$ cat config.mk
export PLATFORM = sky130hd
export DESIGN_NAME = axi_burst_addr_gen
export DESIGN_NICKNAME = d
export VERILOG_FILES = /design/src/rtl/axi_burst_addr_gen.sv
export SDC_FILE = /design/constraint.sdc
export NUM_CORES = 1
export LEC_CHECK = 0
export CORE_ASPECT_RATIO = 0.7
export CORE_MARGIN = 4
export CORE_UTILIZATION = 47
export DETAILED_ROUTE_END_ITERATION = 8
export PLACE_DENSITY_LB_ADDON = 0.15
export SETUP_SLACK_MARGIN = 0.05
export SLEW_MARGIN = 20
export SYNTH_ARGS = -nofsm -noshare
export SYNTH_HDL_FRONTEND = slang
export SYNTH_SLANG_ARGS = --single-unit
$ cat constraint.sdc
create_clock -name ACLK -period 11.5 [get_ports ACLK]
set_input_delay 1.725 -clock ACLK [delete_from_list [all_inputs] [get_ports ACLK]]
set_output_delay 1.725 -clock ACLK [all_outputs]
set_load 0.02 [all_outputs]
$ cat src/rtl/axi_burst_addr_gen.sv
// rtl/axi_burst_addr_gen.sv - per-beat AXI burst address generator (FIXED/INCR/WRAP, illegal-burst flag)
module axi_burst_addr_gen #(
  parameter int ADDR_WIDTH  = 32,
  parameter int DATA_WIDTH  = 32,
  parameter int LEN_WIDTH   = 8,
  parameter int SIZE_WIDTH  = 3,
  parameter int BURST_WIDTH = 2
) (
  input  logic                   ACLK,
  input  logic                   ARESETn,
  input  logic                   cmd_valid,
  output logic                   cmd_ready,
  input  logic [ADDR_WIDTH-1:0]  cmd_addr,
  input  logic [LEN_WIDTH-1:0]   cmd_len,
  input  logic [SIZE_WIDTH-1:0]  cmd_size,
  input  logic [BURST_WIDTH-1:0] cmd_burst,
  output logic                   beat_valid,
  input  logic                   beat_ready,
  output logic [ADDR_WIDTH-1:0]  beat_addr,
  output logic                   beat_last,
  output logic                   beat_err
);

  localparam int          NBYTES = DATA_WIDTH / 8;
  localparam logic [31:0] NB_LOG = $clog2(NBYTES);
  localparam int          W      = ADDR_WIDTH + 1;

  localparam logic [BURST_WIDTH-1:0] B_FIXED = BURST_WIDTH'(0);
  localparam logic [BURST_WIDTH-1:0] B_INCR  = BURST_WIDTH'(1);
  localparam logic [BURST_WIDTH-1:0] B_WRAP  = BURST_WIDTH'(2);
  localparam logic [BURST_WIDTH-1:0] B_RSVD  = BURST_WIDTH'(3);

  typedef enum logic {IDLE, BURST} state_t;

  state_t                 state, state_next;
  logic [LEN_WIDTH-1:0]   cnt;
  logic [ADDR_WIDTH-1:0]  addr_q;
  logic [ADDR_WIDTH-1:0]  bytes_q;
  logic [ADDR_WIDTH-1:0]  wrap_lo;
  logic [ADDR_WIDTH-1:0]  wrap_end;
  logic [BURST_WIDTH-1:0] mode_q;
  logic                   last_q;
  logic                   err_q;

  logic accept;
  logic handshake;

  // Command decode: sizes and spans kept one bit wider than the address.
  logic [W-1:0]          c_bytes;
  logic [W-1:0]          c_mask;
  logic [W-1:0]          c_beats;
  logic [W-1:0]          c_total;
  logic [W-1:0]          c_span;
  logic [ADDR_WIDTH-1:0] c_tmask;
  logic [ADDR_WIDTH-1:0] c_wrap_lo;
  logic                  c_size_bad;
  logic                  c_wrap_len_bad;
  logic                  c_unaligned;
  logic                  c_cross;
  logic                  c_err;

  logic [ADDR_WIDTH-1:0] incr_addr;
  logic [ADDR_WIDTH-1:0] next_addr;

  assign accept    = cmd_valid && (state == IDLE);
  assign handshake = beat_ready && (state == BURST);

  assign c_bytes        = W'(1) << cmd_size;
  assign c_mask         = c_bytes - W'(1);
  assign c_beats        = W'(cmd_len) + W'(1);
  assign c_total        = c_bytes * c_beats;
  assign c_span         = (W'(cmd_addr[11:0]) & ~c_mask) + c_total;
  assign c_cross        = c_span > W'(4096);
  assign c_size_bad     = 32'(cmd_size) > NB_LOG;
  assign c_wrap_len_bad = !((cmd_len == LEN_WIDTH'(1)) || (cmd_len == LEN_WIDTH'(3)) ||
                            (cmd_len == LEN_WIDTH'(7)) || (cmd_len == LEN_WIDTH'(15)));
  assign c_unaligned    = (W'(cmd_addr) & c_mask) != '0;
  assign c_tmask        = c_total[ADDR_WIDTH-1:0] - ADDR_WIDTH'(1);
  assign c_wrap_lo      = cmd_addr & ~c_tmask;

  assign c_err = (cmd_burst == B_RSVD) || c_size_bad ||
                 ((cmd_burst == B_WRAP) && (c_wrap_len_bad || c_unaligned)) ||
                 ((cmd_burst == B_INCR) && c_cross);

  always_comb begin
    incr_addr = addr_q + bytes_q;
    next_addr = addr_q;
    case (mode_q)
      B_INCR:  next_addr = (addr_q & ~(bytes_q - ADDR_WIDTH'(1))) + bytes_q;
      B_WRAP:  next_addr = (incr_addr == wrap_end) ? wrap_lo : incr_addr;
      default: next_addr = addr_q;
    endcase
  end

  always_ff @(posedge ACLK or negedge ARESETn) begin
    if (!ARESETn) begin
      state <= IDLE;
    end else begin
      state <= state_next;
    end
  end

  always_comb begin
    state_next = state;
    case (state)
      IDLE:    if (cmd_valid) state_next = BURST;
      BURST:   if (beat_ready && last_q) state_next = IDLE;
      default: state_next = IDLE;
    endcase
  end

  always_ff @(posedge ACLK or negedge ARESETn) begin
    if (!ARESETn) begin
      cnt      <= '0;
      addr_q   <= '0;
      bytes_q  <= '0;
      wrap_lo  <= '0;
      wrap_end <= '0;
      mode_q   <= B_FIXED;
      last_q   <= 1'b0;
      err_q    <= 1'b0;
    end else if (accept) begin
      cnt      <= cmd_len;
      addr_q   <= cmd_addr;
      bytes_q  <= c_bytes[ADDR_WIDTH-1:0];
      wrap_lo  <= c_wrap_lo;
      wrap_end <= c_wrap_lo + c_total[ADDR_WIDTH-1:0];
      // Illegal bursts still run their full beat count, but with the address pinned.
      mode_q   <= c_err ? B_FIXED : cmd_burst;
      err_q    <= c_err;
      last_q   <= (cmd_len == '0);
    end else if (handshake) begin
      if (last_q) begin
        last_q <= 1'b0;
        err_q  <= 1'b0;
      end else begin
        cnt    <= cnt - LEN_WIDTH'(1);
        addr_q <= next_addr;
        last_q <= (cnt == LEN_WIDTH'(1));
      end
    end
  end

  assign cmd_ready  = (state == IDLE);
  assign beat_valid = (state == BURST);
  assign beat_addr  = addr_q;
  assign beat_last  = last_q;
  assign beat_err   = err_q;

endmodule

-- Word level (Yosys, flattened, before mapping)
Index checks and enable logic that the tools add are counted.
Widths: inputs -> output; s select.
- $add $sub $neg: 9
- order comparisons: 2
- $mul: 1
- reductions and logical operators: 21
- muxes and demuxes: 18
- bitwise logic cells: 8
- shifts and indexed selects: 1
- eq/ne operators: 12
- operators by type and width (operator ; number):
    $mux 32 ; 4
    $add 32x32->32 ; 3
    $and 32x32->32 ; 2
    $not 32->32 ; 2
    $pmux 32 s2 ; 1
    $sub 32x1->32 const B ; 2
    $add 33x33->33 ; 1
    $and 12x33->33 ; 1
    $and 32x33->33 ; 1
    $gt 33x13->1 const B ; 1
    $mul 33x9->33 ; 1
    $not 33->33 ; 1
    $reduce_bool 33->1 ; 1
    $shl 1x3->33 const A ; 1
    $sub 33x1->33 const B ; 1
    $eq 32x32->1 ; 1
    $mux 8 ; 3
    $eq 8x1->1 const B ; 2
    $add 8x1->9 const B ; 1
    $eq 8x2->1 const B ; 1
    $eq 8x3->1 const B ; 1
    $eq 8x4->1 const B ; 1
    $logic_not 8->1 ; 1
    $mux 1 ; 8
    other kinds (15) ; 30
- output and inout port bits: 36
- input port bits: 49
- flip-flop bits (word level): 141
- logic and storage cells: 81

-- Longest topological paths before layout
- depth after elaboration: 10
- mapped depth: 32

-- Least setup slack after synthesis
OpenSTA, ideal clock, no wires.
- path type: input port to flip-flop
- from: input cmd_len[3]
- to: register wrap_end[30]
- stages: 31
- required time: 11.374 ns
- arrival time: 8.807 ns
- slack: 2.567 ns
- cell sequence: clkbuf_1 > nand3_1 > nor2_1 > xor2_1 > nand2_1 > fa_1 > fa_1 > inv_1 > fa_1 > inv_1 > fa_1 > inv_1 > ha_1 > clkbuf_1 > a21o_1 > or3_1 > nand2_1 > inv_1 > nor3_2 > a21oi_1 > o21a_1 > ha_1 > nand2_1 > nor2b_1 > and3_1 > o31ai_1 > a2bb2oi_1 > a21oi_2 > o221ai_2 > or3_1 > a221o_1
- word-level cells in the longest chain between the ends: 6
- RTL lines (what ; RTL line ; RTL):
    start, declared ; 14 ; input logic [LEN_WIDTH-1:0] cmd_len,
    $add 8x1->9 ; 70 ; assign c_beats = W'(cmd_len) + W'(1);
    $mul 33x9->33 ; 71 ; assign c_total = c_bytes * c_beats;
    $sub 32x1->32 ; 78 ; assign c_tmask = c_total[ADDR_WIDTH-1:0] - ADDR_WIDTH'(1);
    $not 32->32 ; 79 ; assign c_wrap_lo = cmd_addr & ~c_tmask;
    $and 32x32->32 ; 79 ;
    named net c_wrap_lo[12] ; 55 ; logic [ADDR_WIDTH-1:0] c_wrap_lo;
    $add 32x32->32 ; 127 ; wrap_end <= c_wrap_lo + c_total[ADDR_WIDTH-1:0];
    end signal, assigned ; 127 ;
    end, declared ; 40 ; logic [ADDR_WIDTH-1:0] wrap_end;
The timed path passes the listed nets, and every way through them passes these cells.
A chain may end at the register's enable or synchronous reset.

-- Final worst setup path
- from: input cmd_len[0]
- to: register wrap_end[27]
Same word-level chain as after synthesis.

==> results.py <==
metrics = {
    "placement": {
        "dp.cells": 2081,
        "dp_hpwl_um": 36380,
        "postPlaceCellArea_um2": 14410,
        "io_buffers": 84,
        "place_congestion": 1.001,
    },
    "clock_tree": {
        "cts_tree": "yes",
        "worstSkewPairLatency_ns": 0.44,
        "cts_buffers": 17,
        "ctsResizeCount": 0,
        "cts-hold-fix-buffers": 0,
        "cts.htree.levels": 4,
        "clkSlewWorstSetupHoldPaths_ns": 0.06,
        "post_cts_buffers": 0,
        "clock-root-buffer": "clkbuf_16",
        "clock-sinks": 117,
        "cts_max_path_buffers": 2,
    },
    "routing": {
        "vias": 13210,
        "vias_per_cell": 6.255,
        "drt_iter0_drc": 1768,
        "wl_per_cell_um": 22.21,
        "drtPass1Iterations": 6,
        "ant_nets": 0,
        "wl_um": 46920,
        "drc": 0,
    },
    "timing": {
        "min_period_ns": 10.08,
        "grt_setup_unrepaired": "false",
        "slew_headroom_pct": 27.72,
        "hold_viol": 0,
        "tightest_slew_ns": 1.081,
        "clock_skew_ns": 0.01365,
        "setup_violations": 0,
        "tns_ns": 0,
        "whs_ns": 0.4876,
        "slew_viol_final": 0,
        "min_period_over_period_pct": 87.68,
        "fmax_ghz": 0.09918,
    },
    "layout": {
        "area_growth_pct": 13.32,
        "design_area_um2": 15050,
        "num-fill-cells": 2723,
        "diodes": 0,
        "multi_input_area_um2": 9629,
        "fin_cells": 2112,
        "register_area_um2": 2928,
        "fin_nets": 1900,
        "final_util_pct": 54.10,
        "drive_gt1_share_pct": 5.457,
    },
    "power": {
        "p_leak_uw": 0.006784,
        "power_density_nw_per_um2": 206.8,
        "p_comb_share_pct": 53.0,
        "clkPwrFrac_pct": 19.3,
        "seqPwrFrac_pct": 27.7,
        "p_int_uw": 1637,
        "switching_share_pct": 47.41,
        "p_sw_uw": 1476,
        "ir_drop_mv": 0.1236,
    },
    "run_status": {
        "status": "finished, final reports clean",
    },
    "global_route": {
        "grt_max_degree": 62,
        "grt-ovfl-total": 0,
        "grt_pass1_wl_um": 72890,
        "antenna_found_initial": 0,
        "grt.total_usage_pct": 29.97,
        "grt_pass1_vias": 12470,
    },
    "synthesis": {
        "ys_async_sr_fraction_pct": 100.0,
        "synthesis.nets": 1859,
        "synth_seq_cells": 117,
        "yosysTopAreaCell": "dfrtp_1",
        "yosysTopAreaCellShare_pct": 22.04,
        "syn_inst": 1688,
        "yosysMostFrequentCell": "nand2_1",
        "synth_edf_count": 0,
        "syn_avg_cell_area_um2": 7.868,
        "synth_area_um2": 13280,
        "netlist_top_cells_count": "266 x nand2_1, 117 x dfrtp_1, 110 x inv_1, 105 x nor2_1, 101 x o21ai_0",
        "synth_sequential_area_ratio_pct": 22.04,
        "ys.flop_type": "dfrtp_1",
        "ys_types": 100,
        "ys.warnings.count": 0,
        "yosys-top-cells-area": "dfrtp_1 22%, nand2_1 7.5%, ha_1 7.3%",
    },
    "floorplan": {
        "die_h_um": 148.6,
        "dieWidth_um": 208.9,
        "ios": 85,
        "core_um2": 27820,
        "start_util_pct": 47.74,
        "rows": 51,
        "dieArea_um2": 31050,
    },
    "min_path": {
        "holdPathStages": 2,
        "min-delay-start": "wrap_lo[26]",
        "min_to": "wrap_lo[26]",
        "min_path_type": "flip-flop to flip-flop",
    },
    "job": {
        "maxCapViolCount": 0,
    },
    "critical_path": {
        "reg2reg_to": "beat_addr[2]",
        "slowest_stage": "clkdlybuf4s50_1",
        "worst_setup_path_start_kind": "primary input",
        "reg2reg_from": "bytes_q[0]",
        "r2r_setup_slack_ns": 5.52,
        "reg2regPathDepth": 16,
        "worstSetupPathType": "primary input to flip-flop",
        "crit_fanout": 10,
        "slowest_delay_ns": 0.64,
        "required_ns": 11.85,
        "arrival_ns": 10.43,
        "worst_setup_path_end_kind": "flip-flop",
    },
}
==> placed cells by master (no fill, tap or decap), types with 17 or more instances in the layout <==
cell type / synthesis / layout
a21o_1: 17 / 17
a21oi_1: 91 / 91
and2_1: 29 / 29
and3_1: 38 / 38
buf_4: 2 / 18
clkbuf_16: 0 / 17
clkdlybuf4s50_1: 0 / 83
dfrtp_1: 117 / 117
fa_1: 45 / 45
ha_1: 77 / 77
inv_1: 110 / 110
mux2i_1: 27 / 27
nand2_1: 266 / 265
nand3_1: 55 / 55
nand4_1: 25 / 25
nor2_1: 105 / 104
nor3_1: 35 / 35
o211ai_1: 27 / 27
o21ai_0: 101 / 101
or3_1: 17 / 17
xnor2_1: 73 / 73
xor2_1: 49 / 49
==> cells by family after synthesis <==
family | count (synthesis) | share of synthesized area (%)
compound gates | 428 | 22.20
xor+xnor | 125 | 8.601
fa+ha+maj | 122 | 14.04
buf+inv | 191 | 5.586
flops | 117 | 22.04
mux | 37 | 2.883
simple gates | 668 | 24.64
==> critical path: cells and delay by family <==
family                   cells  cell delay, ns
multiplexers                 1            0.26
buffers and inverters        5            0.97
XOR/XNOR                     1            0.48
adder cells (fa/ha/maj)      7            3.08
AND/OR/NAND/NOR              8            1.90
AO/OA/AOI/OAI                9            1.99
==> worst max-delay path by stage <==
stage / startpoint / end / slack [ns] / depth (start not counted)
finish: cmd_len[0] / wrap_end[27] / 1.42 / 31
global route: cmd_len[0] / wrap_end[27] / 0.82 / 31
global placement: cmd_len[0] / wrap_end[27] / 1.44 / 31
detailed placement: cmd_len[0] / wrap_end[27] / 1.14 / 31
floorplan: cmd_len[3] / wrap_end[30] / 2.57 / 31
CTS: cmd_len[0] / wrap_end[30] / 1.58 / 30
==> registers in the layout, summed over array words and instances (netlist names) <==
register,count
mode_q,2
beat_addr,32
beat_last,1
cnt,8
beat_err,1
beat_valid,1
wrap_lo,32
wrap_end,32
bytes_q,8
==> per-stage QoR <==
stage,power (uW),worst slack (ns)
2_1_floorplan,1896,2.567
3_3_place_gp,2436,1.436
3_5_place_dp,2458,1.140
4_1_cts,3065,1.584
5_1_grt,3310,0.8200
6_report,3112,1.417
==> metal layers <==
layer / wire [um] / part of all wire (%) / vias up / GRT usage [%]
met5: 0 / 0 / - / 0
met4: 665 / 1.4 / 0 / 5.445
met3: 6480 / 14 / 47 / 12.44
met2: 18520 / 39 / 691 / 41.13
met1: 21250 / 45 / 6357 / 44.39
li1: - / - / 6116 / -
==> power by group through the flow <==
| stage | logic (uW) | registers (uW) | clock network, uW |
|---|---|---|---|
| floorplan | 1130 | 767 | 0 |
| global placement | 1590 | 845 | 0 |
| detailed placement | 1610 | 848 | 0 |
| CTS | 1620 | 842 | 603 |
| global route | 1810 | 880 | 622 |
| finish | 1650 | 863 | 600 |
==> layout make-up <==
class | count | share of cell area [%]
clock buffer | 21 | 3.126
timing repair buffer | 101 | 6.418
tap | 371 | 3.084
inverter | 112 | 2.810
multi-input combinational | 1380 | 63.98
sequential | 117 | 19.45
clock inverter | 10 | 1.131
Power figures use the tool's default switching activity.
